**config.mk**
```make
export PLATFORM = sky130hd
export DESIGN_NAME = mux8_bus_arbiter
export DESIGN_NICKNAME = d
export VERILOG_FILES = /design/src/rtl/mux8_bus_arbiter.sv
export SDC_FILE = /design/constraint.sdc
export NUM_CORES = 1
export LEC_CHECK = 0
export BUFFER_PORTS_ARGS = -buffer_cell sky130_fd_sc_hd__buf_2
export CORE_ASPECT_RATIO = 1.75
export CORE_UTILIZATION = 42
export DETAILED_ROUTE_END_ITERATION = 8
export PLACE_DENSITY_LB_ADDON = 0.08
export SYNTH_ARGS = -nofsm -noshare
export SYNTH_HDL_FRONTEND = slang
export SYNTH_SLANG_ARGS = --single-unit
```
**constraint.sdc**
```tcl
create_clock -name clock -period 9.4 [get_ports clock]
set_input_delay 0.94 -clock clock [delete_from_list [all_inputs] [get_ports clock]]
set_output_delay 0.94 -clock clock [all_outputs]
set_load 0.02 [all_outputs]
```
**src/rtl/mux8_bus_arbiter.sv**
```systemverilog
// ============================================================================
// mux8_bus_arbiter : round-robin, burst-bounded arbiter for one 16-bit port
// Revision: 1.0
// ============================================================================
`default_nettype none

module mux8_bus_arbiter #(
  parameter int MAX_BURST = 4
) (
  input  logic       clock,
  input  logic       reset_n,
  input  logic [7:0] req,
  input  logic       out_ready,
  output logic [2:0] sel,
  output logic [7:0] grant,
  output logic       out_valid,
  output logic [7:0] ack,
  output logic       busy
);

  localparam int CNT_W = (MAX_BURST > 1) ? $clog2(MAX_BURST) : 1;
  localparam logic [CNT_W-1:0] C_LAST = CNT_W'(MAX_BURST - 1);

  typedef enum logic [0:0] {
    ST_IDLE = 1'b0,
    ST_BUSY = 1'b1
  } state_t;

  state_t           r_state, w_state_nxt;
  logic [2:0]       r_sel, w_sel_nxt;
  logic [2:0]       r_ptr, w_ptr_nxt;
  logic [7:0]       r_grant, w_grant_nxt;
  logic [CNT_W-1:0] r_cnt, w_cnt_nxt;

  logic       w_beat;
  logic       w_release;
  logic [2:0] w_start;
  logic       w_found;
  logic [2:0] w_winner;

  assign busy      = (r_state == ST_BUSY);
  assign sel       = r_sel;
  assign grant     = r_grant;
  assign out_valid = busy && req[r_sel];
  assign w_beat    = out_valid && out_ready;
  assign ack       = w_beat ? (8'd1 << r_sel) : 8'd0;

  // A release restarts the search just past the current owner; idle uses ptr.
  assign w_start = (r_state == ST_BUSY) ? (r_sel + 3'd1) : r_ptr;

  // Scan from the farthest offset down so the nearest requester wins.
  always_comb begin
    w_found  = 1'b0;
    w_winner = w_start;
    for (int i = 7; i >= 0; i--) begin
      if (req[w_start + 3'(i)]) begin
        w_found  = 1'b1;
        w_winner = w_start + 3'(i);
      end
    end
  end

  always_comb begin
    w_state_nxt = r_state;
    w_sel_nxt   = r_sel;
    w_grant_nxt = r_grant;
    w_ptr_nxt   = r_ptr;
    w_cnt_nxt   = r_cnt;
    w_release   = 1'b0;

    case (r_state)
      ST_IDLE: begin
        if (w_found) begin
          w_state_nxt = ST_BUSY;
          w_sel_nxt   = w_winner;
          w_grant_nxt = 8'd1 << w_winner;
          w_cnt_nxt   = '0;
        end
      end

      ST_BUSY: begin
        if (!req[r_sel]) begin
          w_release = 1'b1;
        end else if (w_beat) begin
          if (r_cnt == C_LAST) begin
            w_release = 1'b1;
          end else begin
            w_cnt_nxt = r_cnt + CNT_W'(1);
          end
        end

        // Hand over in the same cycle so back-to-back grants have no bubble.
        if (w_release) begin
          w_ptr_nxt = r_sel + 3'd1;
          w_cnt_nxt = '0;
          if (w_found) begin
            w_sel_nxt   = w_winner;
            w_grant_nxt = 8'd1 << w_winner;
          end else begin
            w_state_nxt = ST_IDLE;
            w_grant_nxt = 8'd0;
          end
        end
      end

      default: begin
        w_state_nxt = ST_IDLE;
        w_grant_nxt = 8'd0;
      end
    endcase
  end

  always_ff @(posedge clock or negedge reset_n) begin
    if (!reset_n) begin
      r_state <= ST_IDLE;
      r_sel   <= 3'd0;
      r_grant <= 8'd0;
      r_ptr   <= 3'd0;
      r_cnt   <= '0;
    end else begin
      r_state <= w_state_nxt;
      r_sel   <= w_sel_nxt;
      r_grant <= w_grant_nxt;
      r_ptr   <= w_ptr_nxt;
      r_cnt   <= w_cnt_nxt;
    end
  end

endmodule

`default_nettype wire

```
==> flow_summary.ini <==
[setup_path]
startpoint_type = flop
r2r-start = sel[0]$_DFFE_PN0P_
critical_path_arrival_ns = 3.93
crit_path_end_kind = flop
crit_type = flop to flop
r2r_slack_ns = 5.62
worstPathMaxFanout = 14
crit_required_ns = 9.54
critPathLaunch = sel[0]$_DFFE_PN0P_

[finish]
diodes = 0
n_fill_cell = 412
num-nets-final = 245
area_delta_synth_final_pct = 12.51
fin_util = 0.4927
final_area_sq_um = 2026
drive_gt1_frac = 0.2756

[clocking]
postCtsHoldBufs = 0
cts_tree = yes
cts-resized-gates = 0
clock-sinks = 17
cts_max_level = 1
cts_root_buf = clkbuf_8
cts.clk_slew.worst_paths_ns = 0.07
postCtsSetupBuffers = 0
cts_buffers = 3
clk_latency_ns = 0.25
clock_path_buffers = 2

[synthesis]
async_flop_share = 1.000
synth_edf_count = 0
netlist_instances = 195
synth_ff_type = dfrtp_1
netlist_area_sq_um = 1800
syn_nets = 214
avgSynthCellArea_sq_um = 9.233
seq_area_frac_synth = 0.2363
yosys_warnings = 0
synth-seq-cells = 17
yosysUniqueCellTypes = 58

[die]
core_sq_um = 4111
dieArea_sq_um = 4563
die_h_um = 88.62
initial_core_util = 0.4379
die_w_um = 51.50
io_pins = 32
fp-row-count = 31

[hold_path]
hp-class = flop to flop
min-delay-start = grant[5]$_DFFE_PN0P_

[placement]
routabilityCongestion = 0.9267
io_buffers = 31
pre_cts_ws_ns = 5.659
placedInstanceArea_sq_um = 1979
hpwlAfterDp_um = 3952

[drt]
vias = 1697
first_pass_iters = 4
routedWlPerCell_um = 18.04
wirelength_um = 4942
antenna_left = 0
via_per_inst = 6.193
dr.first_iter.drc_count = 42
remaining_drc_errors = 0

[sta]
fmax_mhz = 264.3
layout_setup_ws_ns = 5.616
slew_headroom = 0.4739
fin_setup_tns_ns = 0
hold_violations = 0
tightest_slew_ns = 0.7831
finalSetupViolations = 0
fin_crit_ns = 3.784
report.final.slew_viol_count = 0
post-route-period-util = 0.4025
finClkSkew_ns = 0.0006713
rsz0062_at_grt = no

[global_route]
grt_max_degree = 18
grt_util_all_layers = 0.2381
grt.overflow.total = 0
antenna_found_initial = 0
grt_pass1_wl_um = 8217
grt_pass1_vias = 1692

[run]
maxCapViolCount = 0

[outcome]
status = complete, no violations
registers in the layout (all words and copies together), names as in the netlist:
register and count:
r_cnt 2, grant 8, busy 1, sel 3
r_ptr 3
per-stage QoR:
stage,std cells,hold WS (ns)
finish,274,0.4818
floorplan,195,0.4508
global route,274,0.4955
CTS,274,0.4844
global placement,270,0.4653
detailed placement,270,0.4683
Yosys cell counts, types with 4 or more instances:
master,count,area share
a21oi_1,4,0.011
a32o_1,4,0.022
and2_1,5,0.017
and3_1,6,0.021
dfrtp_1,17,0.24
ha_1,8,0.056
inv_1,13,0.027
mux2i_1,14,0.078
mux4_2,6,0.075
nand2_1,29,0.060
nand3_1,5,0.014
nand4_1,5,0.017
nor2_1,6,0.013
nor3_1,4,0.011
o21ai_0,6,0.017
o31ai_1,5,0.021
xnor2_1,4,0.019
logic make-up (layout without fill, tap and decap cells):
logic type | after synthesis | in the layout | synth area share
AOI/OAI and AO/OA | 49 | 49 | 0.2259
adders and majority gates | 8 | 8 | 0.05560
muxes | 24 | 24 | 0.1842
xor gates and xnor gates | 4 | 4 | 0.01946
and+or+nand+nor | 72 | 72 | 0.2210
buffers and inverters | 21 | 51 | 0.05768
DFF | 17 | 17 | 0.2363
path summary, 6_finish.rpt:
check,endpoint,cells after the start
min in group asynchronous,sel[2]$_DFFE_PN0P_,1
setup / recovery,grant[7]$_DFFE_PN0P_,14
hold reg to reg,grant[5]$_DFFE_PN0P_,2
setup reg to reg,grant[7]$_DFFE_PN0P_,14
hold / removal,grant[5]$_DFFE_PN0P_,2
max in group asynchronous,grant[3]$_DFFE_PN0P_,1
routing by layer:
layer	vias to the layer above	global-route usage	part of all wire
li1	794	-	-
met1	834	0.2595	0.37
met2	56	0.4463	0.56
met3	13	0.01375	0.031
met4	0	0.1253	0.038
met5	-	0	0
area by class of cell:
class | instances | area (sq um) | share of cell area
Timing Repair Buffer | 32 | 162.7 | 0.08030
Tap cell | 49 | 61.31 | 0.03027
Sequential cell | 17 | 425.4 | 0.2100
Inverter | 15 | 58.81 | 0.02903
Multi-Input combinational cell | 157 | 1271 | 0.6275
Clock inverter | 1 | 5.005 | 0.002471
Clock buffer | 3 | 41.29 | 0.02038
worst max-delay path, cell delays in order, from the launching register on:
cell	delay, ns
dfrtp_1	0.53
inv_1	0.14
ha_1	0.32
mux2i_1	0.07
buf_4	0.20
inv_2	0.21
ha_1	0.28
inv_1	0.09
xnor2_1	0.41
mux2i_1	0.34
nand3_1	0.18
a21oi_2	0.22
a31oi_2	0.23
and2_4	0.21
a32o_1	0.23
cells in the final DEF, fill, tap and decap left out, types with 3 or more instances in the layout:
cell      synthesis  layout
o21ai_0           6       6
and2_1            5       5
and3_1            6       6
mux2i_1          14      14
nand2_1          29      29
dfrtp_1          17      17
nor3_1            4       4
a32o_1            4       4
a31oi_1           3       3
nor2_1            6       6
a21oi_1           4       4
buf_2             3      31
o31ai_1           5       5
inv_1            13      13
ha_1              8       8
o22ai_1           3       3
clkbuf_8          0       3
nand3_1           5       5
nand2b_1          3       3
xnor2_1           4       4
mux4_2            6       6
nand4_1           5       5
Power is not shown: default switching activity piles up to over one toggle a cycle in this logic, so the estimate is an artifact.
